===== src/rtl/gpu_mem_pkg.sv =====
// Shared types for the GPU core memory-port arbiter.
// Widths here are the defaults for the request bundle.
package gpu_mem_pkg;

    localparam int MEM_ADDR_W = 32;
    localparam int MEM_DATA_W = 32;
    localparam int MEM_TAG_W  = 8;
    localparam int MEM_BE_W   = MEM_DATA_W / 8;
    localparam int SRC_BIT    = MEM_TAG_W;

    typedef enum logic {
        SRC_INSTR = 1'b0,
        SRC_DATA  = 1'b1
    } src_e;

    typedef enum logic {
        IDLE = 1'b0,
        LOCK = 1'b1
    } arb_state_e;

    typedef struct packed {
        logic                  rw;
        logic [MEM_BE_W-1:0]   byteen;
        logic [MEM_ADDR_W-1:0] addr;
        logic [MEM_DATA_W-1:0] data;
        logic [MEM_TAG_W:0]    tag;
    } mem_req_t;

endpackage


===== src/rtl/gpu_rr_arb2.sv =====
// Two-way round-robin arbiter; the grant is frozen while the
// downstream port stalls a presented request (hold_i).
module gpu_rr_arb2
    import gpu_mem_pkg::*;
(
    input  logic       clk_i,
    input  logic       rst_i,
    input  logic [1:0] req_i,
    input  logic       hold_i,
    input  logic       ack_i,
    output logic [1:0] grant_o
);

    arb_state_e r_state;
    src_e       r_last;
    src_e       r_lock_src;
    src_e       w_pick;
    src_e       w_gsrc;
    logic       w_any;

    assign w_any = |req_i;

    // On a tie the source that did not win last time goes first.
    always_comb begin
        w_pick = SRC_INSTR;
        if (req_i == 2'b11)
            w_pick = (r_last == SRC_DATA) ? SRC_INSTR : SRC_DATA;
        else if (req_i[1])
            w_pick = SRC_DATA;
    end

    assign w_gsrc = (r_state == LOCK) ? r_lock_src : w_pick;

    always_comb begin
        grant_o = 2'b00;
        if (r_state == LOCK || w_any)
            grant_o = (w_gsrc == SRC_DATA) ? 2'b10 : 2'b01;
    end

    always_ff @(posedge clk_i) begin
        if (rst_i) begin
            r_state    <= IDLE;
            r_last     <= SRC_DATA;
            r_lock_src <= SRC_INSTR;
        end else begin
            if (ack_i)
                r_last <= w_gsrc;
            case (r_state)
                IDLE: begin
                    if (hold_i) begin
                        r_state    <= LOCK;
                        r_lock_src <= w_pick;
                    end
                end
                LOCK: begin
                    if (ack_i)
                        r_state <= IDLE;
                end
                default: r_state <= IDLE;
            endcase
        end
    end

endmodule


===== src/rtl/gpu_mem_arbiter.sv =====
// Shares one memory port between instruction fetch and LSU;
// the tag MSB records the source and steers responses back.
module gpu_mem_arbiter
    import gpu_mem_pkg::*;
#(
    parameter int ADDR_WIDTH      = MEM_ADDR_W,
    parameter int DATA_WIDTH      = MEM_DATA_W,
    parameter int TAG_WIDTH       = MEM_TAG_W,
    parameter int MAX_OUTSTANDING = 4
) (
    input  logic                    clk_i,
    input  logic                    rst_i,
    input  logic                    ireq_valid_i,
    input  logic [ADDR_WIDTH-1:0]   ireq_addr_i,
    input  logic [TAG_WIDTH-1:0]    ireq_tag_i,
    output logic                    ireq_ready_o,
    output logic                    irsp_valid_o,
    output logic [DATA_WIDTH-1:0]   irsp_data_o,
    output logic [TAG_WIDTH-1:0]    irsp_tag_o,
    input  logic                    irsp_ready_i,
    input  logic                    dreq_valid_i,
    input  logic                    dreq_rw_i,
    input  logic [DATA_WIDTH/8-1:0] dreq_byteen_i,
    input  logic [ADDR_WIDTH-1:0]   dreq_addr_i,
    input  logic [DATA_WIDTH-1:0]   dreq_data_i,
    input  logic [TAG_WIDTH-1:0]    dreq_tag_i,
    output logic                    dreq_ready_o,
    output logic                    drsp_valid_o,
    output logic [DATA_WIDTH-1:0]   drsp_data_o,
    output logic [TAG_WIDTH-1:0]    drsp_tag_o,
    input  logic                    drsp_ready_i,
    output logic                    mreq_valid_o,
    output logic                    mreq_rw_o,
    output logic [DATA_WIDTH/8-1:0] mreq_byteen_o,
    output logic [ADDR_WIDTH-1:0]   mreq_addr_o,
    output logic [DATA_WIDTH-1:0]   mreq_data_o,
    output logic [TAG_WIDTH:0]      mreq_tag_o,
    input  logic                    mreq_ready_i,
    input  logic                    mrsp_valid_i,
    input  logic [DATA_WIDTH-1:0]   mrsp_data_i,
    input  logic [TAG_WIDTH:0]      mrsp_tag_i,
    output logic                    mrsp_ready_o
);

    localparam int CW = $clog2(MAX_OUTSTANDING + 1);

    mem_req_t      w_ireq;
    mem_req_t      w_dreq;
    mem_req_t      w_mreq;
    logic [1:0]    w_req;
    logic [1:0]    w_grant;
    logic          w_full;
    logic          w_empty;
    logic          w_req_hs;
    logic          w_rsp_hs;
    logic          w_rsp_src;
    logic          w_rsp_live;
    logic [CW-1:0] r_out;
    logic          r_drop;

    assign w_ireq = '{rw: 1'b0, byteen: '1, addr: ireq_addr_i,
                      data: '0, tag: {SRC_INSTR, ireq_tag_i}};
    assign w_dreq = '{rw: dreq_rw_i, byteen: dreq_byteen_i,
                      addr: dreq_addr_i, data: dreq_data_i,
                      tag: {SRC_DATA, dreq_tag_i}};

    assign w_req = {dreq_valid_i, ireq_valid_i};

    gpu_rr_arb2 u_arb (
        .clk_i   (clk_i),
        .rst_i   (rst_i),
        .req_i   (w_req),
        .hold_i  (mreq_valid_o & ~mreq_ready_i),
        .ack_i   (w_req_hs),
        .grant_o (w_grant)
    );

    assign w_full  = (r_out == CW'(MAX_OUTSTANDING));
    assign w_empty = (r_out == '0);
    assign w_mreq  = w_grant[1] ? w_dreq : w_ireq;

    assign mreq_valid_o  = (|w_grant) & ~w_full;
    assign mreq_rw_o     = w_mreq.rw;
    assign mreq_byteen_o = w_mreq.byteen;
    assign mreq_addr_o   = w_mreq.addr;
    assign mreq_data_o   = w_mreq.data;
    assign mreq_tag_o    = w_mreq.tag;
    assign w_req_hs      = mreq_valid_o & mreq_ready_i;

    assign ireq_ready_o = w_grant[0] & mreq_ready_i & ~w_full;
    assign dreq_ready_o = w_grant[1] & mreq_ready_i & ~w_full;

    // With nothing outstanding a response is stale (pre-reset): swallow it.
    assign w_rsp_src    = mrsp_tag_i[SRC_BIT];
    assign w_rsp_live   = mrsp_valid_i & ~w_empty;
    assign irsp_valid_o = w_rsp_live & ~w_rsp_src;
    assign drsp_valid_o = w_rsp_live & w_rsp_src;
    assign irsp_data_o  = mrsp_data_i;
    assign drsp_data_o  = mrsp_data_i;
    assign irsp_tag_o   = mrsp_tag_i[TAG_WIDTH-1:0];
    assign drsp_tag_o   = mrsp_tag_i[TAG_WIDTH-1:0];
    assign mrsp_ready_o = w_empty ? mrsp_valid_i
                        : (w_rsp_src ? drsp_ready_i : irsp_ready_i);
    assign w_rsp_hs     = w_rsp_live & mrsp_ready_o;

    always_ff @(posedge clk_i) begin
        if (rst_i) begin
            r_out  <= '0;
            r_drop <= 1'b1;
        end else begin
            case ({w_req_hs, w_rsp_hs})
                2'b10:   r_out <= r_out + CW'(1);
                2'b01:   r_out <= r_out - CW'(1);
                default: r_out <= r_out;
            endcase
            if (w_req_hs)
                r_drop <= 1'b0;
            assert (!(mrsp_valid_i && w_empty && !r_drop));
        end
    end

endmodule

===== config.mk =====
export PLATFORM = sky130hd
export DESIGN_NAME = gpu_mem_arbiter
export DESIGN_NICKNAME = d
export VERILOG_FILES = /design/src/rtl/gpu_mem_pkg.sv /design/src/rtl/gpu_rr_arb2.sv /design/src/rtl/gpu_mem_arbiter.sv
export SDC_FILE = /design/constraint.sdc
export NUM_CORES = 1
export LEC_CHECK = 0
export ABC_AREA = 1
export CORE_AREA = 2 2 128 130
export CTS_BUF_LIST = sky130_fd_sc_hd__clkbuf_8
export DETAILED_ROUTE_END_ITERATION = 10
export DIE_AREA = 0 0 130 132
export SLEW_MARGIN = 25
export SYNTH_ARGS = -nofsm -noshare
export SYNTH_HDL_FRONTEND = slang
export SYNTH_SLANG_ARGS = --single-unit

===== constraint.sdc =====
create_clock -name clk_i -period 1.8 [get_ports clk_i]
set_input_delay 0.18 -clock clk_i [delete_from_list [all_inputs] [get_ports clk_i]]
set_output_delay 0.18 -clock clk_i [all_outputs]
set_load 0.01 [all_outputs]

==> impl_metrics.toml, run 1 <==
[outcome]
outcome = "finished, final reports clean"

[timing]
setup_viol = 0
skew_ps = 1.382
tightest_slew_ps = 202.9
worst_slack_ps = 37.22
finalHoldViolCount = 0
fin_crit_sh_pct = 97.93
maxSlewViolCount = 0
holdWs_ps = 360.0
period_needed_ps = 1763
relSlewSlack_pct = 86.21
fmax_mhz = 567.3
rsz0062_at_grt = "true"

[route]
drc = 0
drt-total-wl_um = 8468
first_pass_iters = 4
avgRoutedWirePerCell_um = 11.79
vias = 2442
drtIter0Drc = 51
routed_via_density = 3.401
drt.antenna.violating_nets = 0

[global_routing]
grt_pass1_vias = 2347
grt_overflow = 0
grt_pass1_wl_um = 12280
grtUsageTotal_pct = 9.187
antenna_found_initial = 0
grt_max_degree = 18

[setup_path]
path_cells = "a21oi_2 > nand2_1 > nand2_4 > clkinv_8 > buf_12 > buf_8 > nand2_1 > nand2_1 > buf_2"
worst-path-max-fanout = 8
reg2reg_depth = 12
rrSetupSlack_ps = 100
r2r_start = "r_out[0]"
worstPathRequired_ps = 1620
endpoint_kind = "output pin"
cp-start-kind = "flip-flop"
crit_cells = 9
critPathKind = "flip-flop to output pin"
crit_buf_inv = 4
slowest_delay_ps = 320
arrival_ps = 1580
critical_path.startpoint = "u_arb.r_last"
crit_top_cell = "nand2_1"
critPathTopFamily = "buffers and inverters"
slowest_stage = "dfxtp_2"

[power]
power_mw = 1.689
power_frac_clock_pct = 12.0
pwr-share-comb_pct = 78.1
p_int_mw = 1.036
p_seq_share_pct = 9.9
power_density_nw_per_um2 = 427.7
p_switching_mw = 0.6529
cellLeakagePower_nw = 2.036
swShare_pct = 38.65
ir_worst_vdd_mv = 0.2461

[die]
rows = 46
core-area_um2 = 15710
ioPinCount = 330
start_util_pct = 12.35
die_y_um = 132
die_x_um = 130
fp.dieArea_um2 = 17160

[clock_tree]
cts_tree = "done"
clockBufferDepth = 2
cts_max_level = 1
ctsHoldBuffers = 0
clockRootBuffer = "clkbuf_8"
cts.sinks = 6
numCtsBuffers = 3
clk_pin_slew_worst_paths_ps = 40
insertion_delay_ps = 220

[hold_path]
holdCritStartpoint = "mrsp_data_i[17]"
holdPathStages = 0
min_path_type = "input pin to output pin"

[yosys]
yosysSeqAreaShare_pct = 6.190
synth_nets = 513
yosys_warnings = 0
ys_ff_latch = 6
syn-cell-area_um2 = 1941
synth_cell_types = 21
syn_inst = 345
syn_area_per_cell_um2 = 5.625

[cells_and_area]
fillers = 1787
nets = 672
layout_commonest_cell = "nand2_1"
areaGrowthSynthToFinish_pct = 103.5
layout-drive-gt1-share_pct = 33.27
final_cell_mix = "nand2_1 (126), clkdlybuf4s50_1 (122), inv_1 (44)"
fin_area_um2 = 3950
antenna_cells_inserted = 0

[placement]
place_hpwl_um = 6525
gp_congestion = 0.6780
io_buffers = 209
place_area_um2 = 3867
place_worst_setup_slack_ps = -460.6

[run]
cap_violations = 0
-- final cells by class --
cell class / count / area (um2) / share of cell area [%]
multi-input combinational: 198 / 1026 / 25.97
timing repair buffer: 246 / 2291 / 58.00
tap: 216 / 270.3 / 6.842
inverter: 49 / 196.4 / 4.973
sequential: 6 / 125.1 / 3.168
clock buffer: 3 / 41.29 / 1.045
-- kinds of logic (layout without fill, tap and decap cells) --
group / after synthesis / count (layout) / synth area share (%)
multiplexers: 1 / 1 / 0.5158
AND/OR/NAND/NOR: 186 / 186 / 43.71
adder cells (fa/ha/maj): 2 / 2 / 1.676
buffers and inverters: 141 / 298 / 45.39
AO/OA/AOI/OAI: 9 / 9 / 2.514
flip-flops: 6 / 6 / 6.190
-- worst reg2reg max path: stages, from the launching register on --
cell	delay, ps
dfxtp_2	310
nor2_2	120
nand2_1	100
nand2_2	100
inv_2	50
nand2_4	60
ha_4	130
inv_2	40
fa_2	350
nand2_2	70
nand3_2	70
o21ai_1	130
a21oi_1	50
-- metal layers --
layer,routed length (um),up-vias,track usage (%)
met3,1232,7,4.424
met2,4192,176,16.29
met1,2954,1029,9.584
met4,89,0,2.509
li1,-,1230,-
met5,0,-,0
-- through the flow --
stage	instances	setup TNS (ps)	utilization, %
after detailed placement	706	-26990	24.61
after global placement	706	-28590	24.61
after global routing	718	-152.1	25.14
after floorplan	345	0	-
final	718	0	25.14
after CTS	717	-228.4	24.92
-- synth_stat cells --
master	count	share of area [%]
inv_2	1	0.19
ha_1	1	0.64
fa_1	1	1.0
buf_4	80	31
nand4_1	1	0.32
or2_1	4	1.3
nand2_1	135	26
buf_2	8	2.1
nor2_4	10	5.8
a21oi_2	1	0.45
buf_8	3	2.3
o21ai_0	3	0.77
a21oi_1	5	1.3
inv_1	48	9.3
dfxtp_1	6	6.2
mux2i_1	1	0.52
nand3_1	4	1.0
buf_6	1	0.58
nand2_4	1	0.58
nor2_2	20	6.4
nor2_1	11	2.1
-- power by group through the flow --
stage	Sequential, mW	Combinational [mW]	Clock (mW)
CTS	0.165	1.31	0.212
finish	0.168	1.32	0.202
floorplan	0.162	0.658	0
global route	0.170	1.44	0.223
global placement	0.166	1.29	0
detailed placement	0.166	1.29	0
-- path summary, 6_finish.rpt --
kind / to
max: mreq_addr_o[9]
min: irsp_data_o[17]
max reg2reg: r_out[2]
min reg2reg: flip-flop
-- what timing repair did --
item	CTS	global route
pin swaps	8	10
endpoints found under the setup margin	84	81
gates cloned	5	1
gates resized for setup	265	75
setup buffers	3	1
hold endpoints to repair	0	0
(Power assumes the default switching activity.)
==> inputs of run 2 (changes only) <==
--- a/config.mk
+++ b/config.mk
@@ -10,6 +10,7 @@
 export CTS_BUF_LIST = sky130_fd_sc_hd__clkbuf_8
 export DETAILED_ROUTE_END_ITERATION = 10
 export DIE_AREA = 0 0 130 132
+export RECOVER_POWER = 50
 export SLEW_MARGIN = 25
 export SYNTH_ARGS = -nofsm -noshare
 export SYNTH_HDL_FRONTEND = slang
==> results of run 2 <==
No change in the layout: final DEF, timing and power equal those of run 1.
==> inputs of run 3 (changes only) <==
--- a/config.mk
+++ b/config.mk
@@ -6,10 +6,10 @@
 export NUM_CORES = 1
 export LEC_CHECK = 0
 export ABC_AREA = 1
-export CORE_AREA = 2 2 128 130
+export CORE_AREA = 2 2 130 132
 export CTS_BUF_LIST = sky130_fd_sc_hd__clkbuf_8
 export DETAILED_ROUTE_END_ITERATION = 10
-export DIE_AREA = 0 0 130 132
+export DIE_AREA = 0 0 132 134
 export RECOVER_POWER = 50
 export SLEW_MARGIN = 25
 export SYNTH_ARGS = -nofsm -noshare
==> constraint.sdc (replaced) <==
create_clock -name clk_i -period 1.94 [get_ports clk_i]
set_input_delay 0.194 -clock clk_i [delete_from_list [all_inputs] [get_ports clk_i]]
set_output_delay 0.194 -clock clk_i [all_outputs]
set_load 0.01 [all_outputs]
==> impl_metrics.toml, run 3 (synthesized netlist as in run 1, its figures left out) <==
[setup_path]
worst-path-max-fanout = 10
critical_path.startpoint = "u_arb.r_last"
critPathKind = "flip-flop to output pin"
slowest_delay_ps = 320
worstPathRequired_ps = 1750
r2r_end = "r_out[2]"
endpoint_kind = "output pin"
rrSetupSlack_ps = 150
slowest_stage = "dfxtp_2"
path_cells = "a21oi_2 > nand2_2 > nand2_4 > buf_6 > bufbuf_16 > nand2_1 > nand2_1 > dlygate4sd2_1"
crit_top_cell = "nand2_1"
reg2reg_depth = 12
r2r_start = "r_out[1]"
cp-start-kind = "flip-flop"
arrival_ps = 1670

[cells_and_area]
areaGrowthSynthToFinish_pct = 103.7
fillers = 1861
antenna_cells_inserted = 0
layout-drive-gt1-share_pct = 23.55
nets = 671
layout_commonest_cell = "nand2_1"
final_cell_mix = "nand2_1 (131), clkdlybuf4s50_1 (126), inv_1 (47)"

[timing]
finalHoldViolCount = 0
tightest_slew_ps = 208.2
final.setup.tns_ps = 0
maxSlewViolCount = 0
fmax_mhz = 537.9
period_needed_ps = 1859
worst_slack_ps = 80.94
setup_viol = 0
skew_ps = 0.2675
fin_crit_sh_pct = 95.83
relSlewSlack_pct = 85.84
rsz0062_at_grt = "false"

[global_routing]
antenna_found_initial = 0
grt_overflow = 0
grtUsageTotal_pct = 9.376
grt_max_degree = 23
grt_pass1_wl_um = 13010
grt_pass1_vias = 2335

[die]
fp.dieArea_um2 = 17690
die_y_um = 134
die_x_um = 132
ioPinCount = 330
core-area_um2 = 16290
start_util_pct = 11.91
rows = 47

[power]
ir_worst_vdd_mv = 0.2020
power_density_nw_per_um2 = 387.5
cellLeakagePower_nw = 2.030

[hold_path]
min_path_type = "input pin to output pin"
min_to = "drsp_tag_o[5]"
holdPathStages = 0
holdCritStartpoint = "mrsp_tag_i[5]"

[route]
avgRoutedWirePerCell_um = 12.15
drc = 0
first_pass_iters = 4
drt-total-wl_um = 8762
drtIter0Drc = 44
routed_via_density = 3.293
vias = 2374
drt.antenna.violating_nets = 0

[placement]
gp_congestion = 0.6775
place_worst_setup_slack_ps = -334.6
io_buffers = 209
place_hpwl_um = 6188

[clock_tree]
cts.sinks = 6
cts_max_level = 1
clk_pin_slew_worst_paths_ps = 40
clockBufferDepth = 2
ctsHoldBuffers = 0
cts_tree = "done"
numCtsBuffers = 3
clockRootBuffer = "clkbuf_8"
insertion_delay_ps = 220

[outcome]
outcome = "finished, final reports clean"

[run]
cap_violations = 0
## run 3: cell count changes in the layout (fill, tap and decap cells not counted), moves of 3 or more
cell | previous run | this run
buf_8 | 3 | 0
inv_2 | 4 | 1
clkdlybuf4s50_1 | 122 | 126
dfxtp_2 | 4 | 1
clkbuf_2 | 16 | 1
buf_4 | 20 | 23
dfxtp_1 | 2 | 5
buf_2 | 43 | 29
nand2_4 | 5 | 1
nand2_1 | 126 | 131
inv_1 | 44 | 47
dlygate4sd2_1 | 8 | 43
buf_6 | 11 | 5
## run 3: area by class of cell
| type | count | area, um2 | area share [%] |
|---|---|---|---|
| multi-input cells | 198 | 974.7 | 24.65 |
| inverters | 49 | 196.4 | 4.968 |
| clock buffers | 3 | 41.29 | 1.044 |
| flip-flops and latches | 6 | 121.4 | 3.070 |
| repair buffers | 245 | 2345 | 59.30 |
| well taps | 220 | 275.3 | 6.962 |
## run 3: timing repair
action / 4_1_cts / 5_1_grt
setup endpoints to repair: 81 / 36
resized for setup: 195 / 17
hold endpoints to repair: 0 / 0
pin swaps: 3 / 6
buffers inserted: 8 / 1
cloned: 5 / 0
## run 3: power by group
group	total (mW)	internal (mW)	switching, mW	leakage (nW)
Clock	0.188	0.133	0.0544	0.0216
Combinational	1.19	0.670	0.520	1.96
Sequential	0.154	0.142	0.0126	0.0494
## run 3: worst max path at each step
stage,to,slack [ps],depth (start not counted)
2_1_floorplan,r_out[2],160,12
3_3_place_gp,mreq_data_o[1],-310,10
3_5_place_dp,mreq_data_o[24],-330,10
4_1_cts,mreq_addr_o[12],-20,9
5_1_grt,r_out[2],0.9,12
6_report,mreq_addr_o[25],80,8
## run 3: worst max-delay path, delay by kind of cell, from the launching register on
kind                   cells  cell delay (ps)
buffers and inverters      3              680
DFF                        1              320
AOI/OAI and AO/OA          1              150
and+or+nand+nor            4              290
## run 3: per-layer routing
layer / vias up / part of all wire [%] / global-route usage (%)
met5: - / 0 / 0
met4: 0 / 1.8 / 2.295
met3: 19 / 14 / 5.178
met2: 176 / 46 / 15.10
met1: 952 / 39 / 10.84
li1: 1227 / - / -
## run 3: metrics by stage
stage          area, um2  utilization (%)  cells  total power [mW]  hold slack, ps
5_1_grt             3954            24.27    721             1.660           388.0
3_3_place_gp        3827            23.50    704             1.313           388.1
3_5_place_dp        3827            23.50    704             1.317           388.1
6_report            3954            24.27    721             1.532           388.0
2_1_floorplan       1941                -    345            0.7612           263.1
4_1_cts             3910            24.00    720             1.546           388.1
